===== src/rtl/enc_reg_pkg.sv =====
// Shared constants for the registered priority encoder: sizes, FSM state codes
// and a one-hot helper used to retire a granted pending bit.
package enc_reg_pkg;

  localparam int N = 4;
  localparam int W = 2;

  localparam logic ST_IDLE = 1'b0;
  localparam logic ST_HOLD = 1'b1;

  function automatic logic [N-1:0] onehot(input logic [W-1:0] idx);
    logic [N-1:0] v;
    v = '0;
    v[idx] = 1'b1;
    return v;
  endfunction

endpackage


===== src/rtl/enc_reg_prio_enc4.sv =====
// Combinational 4-to-2 encoder, highest index wins; zero latency, no flow control.
// any=0 means no bit set, and idx is then 0.
import enc_reg_pkg::*;

module prio_enc4 (
  input  logic [N-1:0] req,
  output logic [W-1:0] idx,
  output logic         any
);

  always_comb begin
    idx = 2'd0;
    any = 1'b1;
    if (req[3])      idx = 2'd3;
    else if (req[2]) idx = 2'd2;
    else if (req[1]) idx = 2'd1;
    else if (req[0]) idx = 2'd0;
    else             any = 1'b0;
  end

endmodule


===== src/rtl/enc_reg.sv =====
// Sticky request capture feeding a held priority grant; request-to-valid 2 cycles.
// Backpressure: the granted code is held until ack, with one IDLE cycle between grants.
import enc_reg_pkg::*;

module enc_reg (
  input  logic         clk,
  input  logic         rst,
  input  logic         en,
  input  logic [N-1:0] req,
  input  logic         ack,
  output logic [W-1:0] code,
  output logic         valid,
  output logic [N-1:0] pending
);

  logic         state_q, state_d;
  logic [N-1:0] pending_q, pending_d;
  logic [W-1:0] code_q, code_d;
  logic         valid_q, valid_d;

  logic [W-1:0] enc_idx;
  logic         enc_any;
  logic [N-1:0] clear;

  // Encoding the registered pending bits, not raw req, keeps outputs free of input paths.
  prio_enc4 u_prio (
    .req (pending_q),
    .idx (enc_idx),
    .any (enc_any)
  );

  always_comb begin
    clear     = '0;
    state_d   = state_q;
    code_d    = code_q;
    valid_d   = valid_q;

    if (state_q == ST_HOLD && ack) clear = onehot(code_q);
    // OR-ing the set after the clear lets a re-request during ack re-arm the bit.
    pending_d = (pending_q & ~clear) | (en ? req : '0);

    case (state_q)
      ST_IDLE: begin
        if (enc_any) begin
          code_d  = enc_idx;
          valid_d = 1'b1;
          state_d = ST_HOLD;
        end
      end
      default: begin
        if (ack) begin
          valid_d = 1'b0;
          state_d = ST_IDLE;
        end
      end
    endcase
  end

  always_ff @(posedge clk) begin
    if (rst) begin
      state_q   <= ST_IDLE;
      pending_q <= '0;
      code_q    <= '0;
      valid_q   <= 1'b0;
    end else begin
      state_q   <= state_d;
      pending_q <= pending_d;
      code_q    <= code_d;
      valid_q   <= valid_d;
    end
  end

  assign code    = code_q;
  assign valid   = valid_q;
  assign pending = pending_q;

endmodule


===== config.mk =====
export PLATFORM = sky130hd
export DESIGN_NAME = enc_reg
export DESIGN_NICKNAME = d
export VERILOG_FILES = /design/src/rtl/enc_reg_pkg.sv /design/src/rtl/enc_reg_prio_enc4.sv /design/src/rtl/enc_reg.sv
export SDC_FILE = /design/constraint.sdc
export NUM_CORES = 1
export LEC_CHECK = 0
export CELL_PAD_IN_SITES_DETAIL_PLACEMENT = 1
export CELL_PAD_IN_SITES_GLOBAL_PLACEMENT = 1
export CORE_AREA = 4 4 41 43
export DETAILED_ROUTE_END_ITERATION = 6
export DIE_AREA = 0 0 45 47
export DONT_BUFFER_PORTS = 1
export PLACE_DENSITY = 0.55
export SLEW_MARGIN = 20
export SYNTH_ARGS = -nofsm -noshare
export SYNTH_HDL_FRONTEND = slang
export SYNTH_SLANG_ARGS = --single-unit

===== constraint.sdc =====
create_clock -name clk -period 1.3 [get_ports clk]
set_input_delay 0.26 -clock clk [delete_from_list [all_inputs] [get_ports clk]]
set_output_delay 0.26 -clock clk [all_outputs]
set_load 0.005 [all_outputs]

==> flow_metrics.py, run 1 <==
metrics = {
    "cells_and_area": {
        "syn_to_final_growth_pct": 14.3,
        "number_of_nets_in_the_final_layout": 50,
        "most_frequent_cells_in_the_layout": "8 x sky130_fd_sc_hd__dfxtp_1, 4 x sky130_fd_sc_hd__nand2_1, 4 x sky130_fd_sc_hd__a21oi_1",
        "ratio_of_cells_with_drive_above_1_in_the_final_layout_pct": 17.5,
        "fin_util_pct": 29.1,
        "leading_cell_type_in_the_layout_fill_and_taps_excluded": "sky130_fd_sc_hd__dfxtp_1",
        "antenna_cells": 0,
    },
    "route": {
        "drt_first_iter_violations": 2,
        "routed_wirelength_um": 958,
        "routedWlPerCell_um": 17.4,
        "routed-wl-met2_um": 472,
        "post_drt_via_cell_ratio": 5.45,
        "detail_route.wirelength.met1_um": 402,
        "detail-route-antenna-nets": 0,
        "drc": 0,
        "met3_wirelength_um": 69,
        "highest_layer": "met4",
        "drt_first_pass_iters": 3,
        "vias_after_detailed_routing": 300,
    },
    "die": {
        "fp.coreArea_mm2": 0.00130,
        "initial_core_util_pct": 25.5,
        "die_y_um": 47,
        "rows": 13,
        "num_io_pins": 15,
        "floorplan.die_area_mm2": 0.00212,
        "die_x_um": 45,
    },
    "timing": {
        "max_clock_freq_mhz": 864,
        "clock-skew-final_ns": 0.00436,
        "setup_viol": 0,
        "crit_path_time_final_ns": 1.16,
        "final_max_slew_viol_count": 0,
        "relSlewSlack_pct": 73.3,
        "timing_hold_violations_final": 0,
        "worst_pin_slew_ns": 0.397,
        "hold-worst-slack_ns": 0.0709,
        "setup_tns_final_ns": 0,
        "rsz0062_at_grt": "no",
        "final_worst_path_cycle_share_pct": 89.0,
    },
    "global_route": {
        "track_usage_pct": 11.3,
        "grt_overflow_total": 0,
        "grt_pass1_wl_mm": 1.55,
        "grt_max_degree": 10,
        "grt_pass1_vias": 323,
        "antenna_violations_before_repair": 0,
    },
    "clock_tree": {
        "cts-htree-levels": 1,
        "ctsLongestPathBuffers": 2,
        "post_cts_buffers": 0,
        "cts_repair_resize_count": 0,
        "cts.reportedPaths.clkPinSlew_ns": 0.06,
        "numClockSinks": 8,
        "clock_insertion_delay_worst_skew_ns": 0.25,
        "root_buffer": "sky130_fd_sc_hd__clkbuf_4",
        "postCtsHoldBufs": 0,
        "tritoncts_clock_tree": "done",
        "cts-buffers-inserted": 3,
    },
    "power_and_ir_drop": {
        "power_leakage_nw": 0.147,
        "max_ir_drop_vdd_mv": 0.528,
        "cellPowerDensity_mw_per_mm2": 1500,
    },
    "logic_synthesis": {
        "yosysTopAreaCell": "sky130_fd_sc_hd__dfxtp_1",
        "ys_types": 19,
        "synthTopCellsByArea": "sky130_fd_sc_hd__dfxtp_1 48%, sky130_fd_sc_hd__a21oi_1 6.0%, sky130_fd_sc_hd__a221oi_2 4.5%, sky130_fd_sc_hd__a22oi_1 4.5%, sky130_fd_sc_hd__nand2_1 4.5%",
        "post_synth_instance_area_um2": 332,
        "synth_seq_area_share_pct": 48.3,
        "synth.ff_latch_count": 8,
        "netlist.area_leader.share_pct": 48.3,
        "syn_avg_cell_area_um2": 8.96,
        "yosysWarnings": 0,
        "postSynthNetCount": 45,
        "post_synth_inst_count": 37,
    },
    "worst_setup_path": {
        "critical_path_class": "flip-flop to flip-flop",
        "cpPeakStageDelay_ns": 0.42,
        "reg2reg_slack_ns": 0.14,
        "worstPathRequired_ns": 1.43,
        "cp_cell_sequence": "nor4_1 -> or2_1 -> a221oi_2",
        "cpMaxStageDelayCell": "sky130_fd_sc_hd__nor4_1",
        "worstSetupStartpointType": "flip-flop",
        "critPathCaptureType": "flip-flop",
        "rr_endpoint": "code[0]$_SDFFE_PP0P_",
        "timing.critical_path.arrival_ns": 1.29,
        "critical_path.top_delay_family": "simple AND/OR/NAND/NOR gates",
        "worst-path-max-fanout": 4,
        "rr_startpoint": "pending[1]$_SDFF_PP0_",
        "worst_r2r_path_depth": 3,
        "critical_path_buf_inv_count": 0,
    },
    "outcome": {
        "outcome": "finished, final reports clean",
    },
    "hold_path": {
        "hold_path_end": "code[1]$_SDFFE_PP0P_",
        "hp-class": "input pin to flip-flop",
        "whs_path_cells": 1,
        "min_from": "rst",
    },
    "placed_design": {
        "finalWeightedCongestion": 0.757,
        "place.port_buffers": 0,
        "place.detailed.hpwl_um": 760,
    },
    "run": {
        "maxCapViolations": 0,
    },
}
==> logic make-up after synthesis <==
family	synth area share (%)
flip-flops	48.3
AO/OA/AOI/OAI	27.9
AND/OR/NAND/NOR	18.9
buffers and inverters	4.90
==> state kept, by name (all words and copies together), names as in the netlist <==
| signal | flops |
|---|---|
| pending | 4 |
| code | 2 |
| state_q | 1 |
| valid | 1 |
==> worst register-to-register path: stages (launching register included) <==
cell                       delay [ns]
sky130_fd_sc_hd__dfxtp_1         0.35
sky130_fd_sc_hd__nor4_1          0.42
sky130_fd_sc_hd__or2_1           0.20
sky130_fd_sc_hd__a221oi_2        0.08
==> final cells by class <==
cell class              count  area, um^2
fillers                   166         922
clock buffers               3        22.5
multi-input cells          25         155
flip-flops and latches      8         160
inverters                   2        7.51
well taps                  15        18.8
repair buffers              2        15.0
==> stage by stage <==
step / total power, mW / cell area (um^2) / setup WS (ns) / cells
after floorplan: 0.361 / 332 / 0.288 / 37
after global placement: 0.378 / 357 / 0.198 / 52
after detailed placement: 0.383 / 357 / 0.147 / 52
after CTS: 0.581 / 379 / 0.148 / 55
after global routing: 0.611 / 379 / 0.0306 / 55
final: 0.567 / 379 / 0.143 / 55
==> metal layers <==
layer  GRT usage (%)  vias to the layer above
met4            10.5                        0
met3            6.13                        2
met2            17.5                        8
met1            10.7                      148
met5               0                        -
li1                -                      142
==> worst max path at each step <==
stage,depth (start not counted),end,startpoint
2_1_floorplan,3,code[0]$_SDFFE_PP0P_,pending[1]$_SDFF_PP0_
3_3_place_gp,3,code[0]$_SDFFE_PP0P_,pending[1]$_SDFF_PP0_
3_5_place_dp,3,code[0]$_SDFFE_PP0P_,pending[1]$_SDFF_PP0_
4_1_cts,3,code[0]$_SDFFE_PP0P_,pending[1]$_SDFF_PP0_
5_1_grt,3,code[1]$_SDFFE_PP0P_,pending[1]$_SDFF_PP0_
6_report,3,code[0]$_SDFFE_PP0P_,pending[1]$_SDFF_PP0_
==> synthesized netlist by cell type <==
| master | n |
|---|---|
| sky130_fd_sc_hd__o31ai_1 | 2 |
| sky130_fd_sc_hd__nor2_1 | 3 |
| sky130_fd_sc_hd__or2_1 | 1 |
| sky130_fd_sc_hd__o21bai_1 | 1 |
| sky130_fd_sc_hd__a21oi_1 | 4 |
| sky130_fd_sc_hd__inv_1 | 2 |
| sky130_fd_sc_hd__dfxtp_1 | 8 |
| sky130_fd_sc_hd__a22oi_1 | 2 |
| sky130_fd_sc_hd__nor4_1 | 1 |
| sky130_fd_sc_hd__o21ai_0 | 1 |
| sky130_fd_sc_hd__clkbuf_2 | 1 |
| sky130_fd_sc_hd__nand2_1 | 4 |
| sky130_fd_sc_hd__a221oi_2 | 1 |
| sky130_fd_sc_hd__a21o_1 | 1 |
| sky130_fd_sc_hd__buf_1 | 1 |
| sky130_fd_sc_hd__nand4b_1 | 1 |
| sky130_fd_sc_hd__and2b_2 | 1 |
| sky130_fd_sc_hd__a211oi_1 | 1 |
| sky130_fd_sc_hd__nand4_1 | 1 |
==> report_power, final <==
| part | leakage, nW | switching [mW] | internal (mW) | total (mW) |
|---|---|---|---|---|
| registers | 0.0664 | 0.0326 | 0.270 | 0.303 |
| clock network | 0.0138 | 0.0847 | 0.106 | 0.190 |
| logic | 0.0672 | 0.0360 | 0.0380 | 0.0740 |
| total | 0.147 | 0.153 | 0.414 | 0.567 |
Note: power is estimated with default switching activity, not from simulation.
==> run 2, diff against run 1 <==
- CTS_CLUSTER_SIZE: not set -> 14
- clock period: 1.3 -> 1.1 ns (I/O delays scaled with it)
==> run 2 against run 1 <==
Against the previous run:
- register-to-register slack got worse by 0.06 ns
- fmax increased by 14%
- utilization increased by 2.8 points
- design area increased by 9.6%
- global-route usage about the same
- clock power increased by 16%
- clock skew increased by 0.0026 ns
- critical path type unchanged
- largest cell class is now multi-input gates
- largest power group unchanged
- highest routed layer unchanged
==> flow_metrics.py, run 2 (same netlist as run 1, synthesis figures left out) <==
metrics = {
    "power_and_ir_drop": {
        "cellPowerDensity_mw_per_mm2": 1660,
        "power_leakage_nw": 0.163,
        "max_ir_drop_vdd_mv": 0.522,
    },
    "placed_design": {
        "finalWeightedCongestion": 0.759,
        "place.port_buffers": 0,
        "place.detailed.hpwl_um": 774,
    },
    "route": {
        "detail-route-antenna-nets": 0,
        "drc": 0,
        "vias_after_detailed_routing": 305,
        "routed_wirelength_um": 984,
        "routedWlPerCell_um": 17.3,
        "post_drt_via_cell_ratio": 5.35,
        "routed-wl-met2_um": 465,
        "drt_first_iter_violations": 12,
        "met3_wirelength_um": 63,
        "drt_first_pass_iters": 4,
        "highest_layer": "met4",
        "detail_route.wirelength.met1_um": 444,
    },
    "clock_tree": {
        "postCtsHoldBufs": 0,
        "tritoncts_clock_tree": "done",
        "numClockSinks": 8,
        "clock_insertion_delay_worst_skew_ns": 0.25,
        "post_cts_buffers": 0,
        "cts.reportedPaths.clkPinSlew_ns": 0.06,
        "cts-htree-levels": 1,
        "cts-buffers-inserted": 3,
        "root_buffer": "sky130_fd_sc_hd__clkbuf_4",
        "ctsLongestPathBuffers": 2,
    },
    "die": {
        "floorplan.die_area_mm2": 0.00212,
        "fp.coreArea_mm2": 0.00130,
        "die_x_um": 45,
        "num_io_pins": 15,
        "rows": 13,
        "initial_core_util_pct": 25.5,
        "die_y_um": 47,
    },
    "timing": {
        "final_worst_path_cycle_share_pct": 92.6,
        "timing_hold_violations_final": 0,
        "setup_tns_final_ns": 0,
        "clock-skew-final_ns": 0.00701,
        "crit_path_time_final_ns": 1.02,
        "final_max_slew_viol_count": 0,
        "worst_pin_slew_ns": 0.253,
        "max_clock_freq_mhz": 982,
        "rsz0062_at_grt": "no",
        "relSlewSlack_pct": 83.1,
        "setup_viol": 0,
    },
    "global_route": {
        "grt_max_degree": 10,
        "grt_pass1_vias": 314,
        "grt_pass1_wl_mm": 1.57,
        "antenna_violations_before_repair": 0,
        "track_usage_pct": 11.3,
        "grt_overflow_total": 0,
    },
    "worst_setup_path": {
        "cpPeakStageDelay_ns": 0.33,
        "timing.critical_path.arrival_ns": 1.14,
        "cpMaxStageDelayCell": "sky130_fd_sc_hd__dfxtp_2",
        "worst_r2r_path_depth": 3,
        "reg2reg_slack_ns": 0.08,
        "worst-path-max-fanout": 3,
        "rr_startpoint": "pending[1]$_SDFF_PP0_",
        "worstSetupStartpoint": "pending[1]$_SDFF_PP0_",
        "cp_cell_sequence": "nor4_4 -> or2_1 -> a221oi_2",
        "worstSetupStartpointType": "flip-flop",
        "rr_endpoint": "code[0]$_SDFFE_PP0P_",
        "worstPathRequired_ns": 1.23,
        "critical_path_buf_inv_count": 0,
        "critPathCaptureType": "flip-flop",
        "critical_path_class": "flip-flop to flip-flop",
        "critical_path.top_delay_family": "simple AND/OR/NAND/NOR gates",
    },
    "hold_path": {
        "hold_path_end": "pending[1]$_SDFF_PP0_",
        "whs_path_cells": 1,
        "min_from": "rst",
        "hp-class": "input pin to flip-flop",
    },
    "cells_and_area": {
        "antenna_cells": 0,
        "syn_to_final_growth_pct": 25.3,
        "leading_cell_type_in_the_layout_fill_and_taps_excluded": "sky130_fd_sc_hd__dfxtp_2",
        "fin_util_pct": 31.9,
        "largest_reg_flops": 4,
        "ratio_of_cells_with_drive_above_1_in_the_final_layout_pct": 35.7,
        "most_frequent_cells_in_the_layout": "5 x sky130_fd_sc_hd__dfxtp_2, 4 x sky130_fd_sc_hd__nand2_1, 4 x sky130_fd_sc_hd__a21oi_1, 4 x sky130_fd_sc_hd__buf_4",
        "fillerInstances": 158,
        "number_of_nets_in_the_final_layout": 52,
    },
    "outcome": {
        "outcome": "finished, final reports clean",
    },
    "run": {
        "maxCapViolations": 0,
    },
}
==> run 2: cell types whose count changed in the layout (fill, tap and decap cells not counted) <==
cell | previous run | this run
sky130_fd_sc_hd__buf_4 | 2 | 4
sky130_fd_sc_hd__dfxtp_1 | 8 | 3
sky130_fd_sc_hd__nor4_4 | 0 | 1
sky130_fd_sc_hd__dfxtp_2 | 0 | 5
sky130_fd_sc_hd__nor4_1 | 1 | 0
==> run 2: worst max path at each step <==
stage,endpoint,depth (start not counted)
6_report,code[0]$_SDFFE_PP0P_,3
5_1_grt,code[0]$_SDFFE_PP0P_,3
4_1_cts,pending[0]$_SDFF_PP0_,3
3_5_place_dp,code[0]$_SDFFE_PP0P_,3
3_3_place_gp,code[0]$_SDFFE_PP0P_,3
2_1_floorplan,code[0]$_SDFFE_PP0P_,3
==> run 2: metrics by stage <==
step | setup WS, ns | instance area, um^2 | hold WS [ns] | power (mW) | cells
after floorplan | 0.0876 | 332 | 0.316 | 0.426 | 37
after global placement | 0.0495 | 372 | 0.288 | 0.454 | 54
after detailed placement | -0.0324 | 372 | 0.291 | 0.461 | 54
after CTS | 0.0268 | 400 | 0.0251 | 0.690 | 57
after global routing | 0.0115 | 415 | 0.0171 | 0.729 | 57
final | 0.0819 | 415 | 0.0259 | 0.690 | 57
==> run 2: where the power goes <==
group | internal [mW] | switching [mW]
logic | 0.0568 | 0.0496
clock network | 0.125 | 0.0963
registers | 0.323 | 0.0397
total | 0.504 | 0.186
==> run 2: repair_timing <==
action                                  4_1_cts  5_1_grt
endpoints found under the setup margin        4        6
resized for setup                             1        6
endpoints found under the hold margin         0        0
pin swaps                                     0        0
==> run 2: area by class of cell <==
type / count / area [um^2] / share of cell area [%]
Multi-Input combinational cell: 25 / 170 / 41.0
Sequential cell: 8 / 166 / 40.1
Timing Repair Buffer: 4 / 30.0 / 7.23
Clock buffer: 3 / 22.5 / 5.42
Tap cell: 15 / 18.8 / 4.52
Inverter: 2 / 7.51 / 1.81
==> run 2: metal layers <==
metal	track usage (%)	vias up
met5	0	-
met4	5.26	0
met3	6.90	2
met2	16.4	7
met1	13.3	150
li1	-	146
==> RTL change: new RTL, config.mk and constraints of run 2 <==
Take the reset off `pending_q` and load it in a clocked block of its own.
--- a/src/rtl/enc_reg.sv
+++ b/src/rtl/enc_reg.sv
@@ -59,15 +59,17 @@
   always_ff @(posedge clk) begin
     if (rst) begin
       state_q   <= ST_IDLE;
-      pending_q <= '0;
       code_q    <= '0;
       valid_q   <= 1'b0;
     end else begin
       state_q   <= state_d;
-      pending_q <= pending_d;
       code_q    <= code_d;
       valid_q   <= valid_d;
     end
+  end
+
+  always_ff @(posedge clk) begin
+    pending_q <= pending_d;
   end
 
   assign code    = code_q;
Formal check against the unedited RTL: not equivalent (Yosys sat finds a counterexample within 4 cycles, from zero or initial values and one cycle with rst high).
==> RTL change against run 2 <==
- synthesized cell count is 8.1% lower
- routed wire length shrank 8.2%
- synthesized area down 0.75%
- largest power group unchanged
- critical path type unchanged
- sequential cell count stayed put
- power decreased by 2.5%
- clock skew down 0.0057 ns
- setup slack lost 0.018 ns
- non-clock buffer count unchanged
- design area shrank 2.4%
==> RTL change: results (changes against run 2) <==
Finish
  – Number of fillers in the final layout: 160 (+1.3%)
  – Register cell area after layout: 162.7 sq um (-2.3%)
  – Fraction of final layout cells sized beyond drive strength 1: 32.50% (-3.2 points)
  – Fraction of area in multi-input gates: 40.43% (-0.53 points)
  – Clock buf/inv share: 5.556% (+0.13 points)
  – Final core area utilization: 31.15% (-0.77 points)
  – # nets final: 50 (-3.8%)
  – Non-Clock Buffer Area Fraction: 7.407% (+0.18 points)

Place
  – Placed cell areas: 366.6 sq um (-1.3%)
  – Placement Setup Slack: 0.01746 ns (+0.04981 ns)
  – # placed instances: 52 (-3.7%)
  – Gpl congestion: 0.7578 (-0.21%)
  – DPL Wire Length: 741.7 microns (-4.2%)

Timing
  – Largest clock skew in the final design: 0.001325 ns (-0.005686 ns)
  – Actual transition at the worst max-transition pin: 0.2633 ns (+0.01038 ns)

Pwr
  – Fraction of power spent switching nets: 26.87% (about the same)
  – Max VDD drop: 0.4822 mV (-7.7%)

Global routing
  – Met3 track utilization from global routing: 7.280% (+0.38 points)
  – All-layer global routing usage: 9.968% (-1.4 points)
  – Met1 global-route usage: 9.817% (-3.5 points)
  – Vias in the first global route: 323 (+2.9%)

Synth
  – Leading cell types by total area after synthesis: dfxtp_1, nand2_1, a22o_1
  – Portion of the post-synthesis area used by sequential elements: 48.67% (+0.37 points)
  – Synthesized Nets: 42 (-6.7%)
  – Synth Area in Compound Gates: 26.24% (-1.7 points)

Drt
  – DR WL met2: 453 microns (-2.6%)
  – Met3 routed WL: 71 microns (+13%)
  – Starting DRC count in detailed routing: 1 (-11)
  – DRT Wirelength: 903 microns (-8.2%)
  – First-pass DRT Iterations: 2 (-2)
  – Count of vias placed by the detailed router: 289 (-5.2%)
  – Via density: 5.255 (-1.8%)

Clock tree
  – Total of cells resized after clock tree synthesis: 0 (-1)

Setup path
  – Highest cell delay on the worst timing path: 0.38 ns (+0.05 ns)
  – Largest delay contributor family on the critical path: flip-flops
  – Critical path data arrival time: 1.21 ns (+0.07 ns)

Run status
  – Outcome: complete, no violations
==> RTL change: changes by cell type after synthesis, sizes merged <==
cell,change
nor2,-2
nand4,+1
and2b,-1
a22oi,-2
clkbuf,-1
a21oi,-2
a22o,+2
nor2b,+1
nand2,+2
nand4b,-1
==> RTL change: final timing paths <==
check / from / end / slack, ns / depth (start not counted)
worst max-delay path: pending[0] / code[0] / 0.06 / 3
worst max register to register: pending[0] / code[0] / 0.06 / 3
worst min-delay path: rst / code[0] / 0.02 / 1
worst min register to register: valid / valid / 0.49 / 2
==> RTL change: power groups by stage <==
| stage | Clock [mW] | Combinational [mW] | Sequential (mW) |
|---|---|---|---|
| 2_1_floorplan | 0 | 0.0511 | 0.353 |
| 3_3_place_gp | 0 | 0.0836 | 0.355 |
| 3_5_place_dp | 0 | 0.0892 | 0.356 |
| 4_1_cts | 0.238 | 0.0900 | 0.350 |
| 5_1_grt | 0.246 | 0.101 | 0.362 |
| 6_report | 0.224 | 0.0919 | 0.357 |
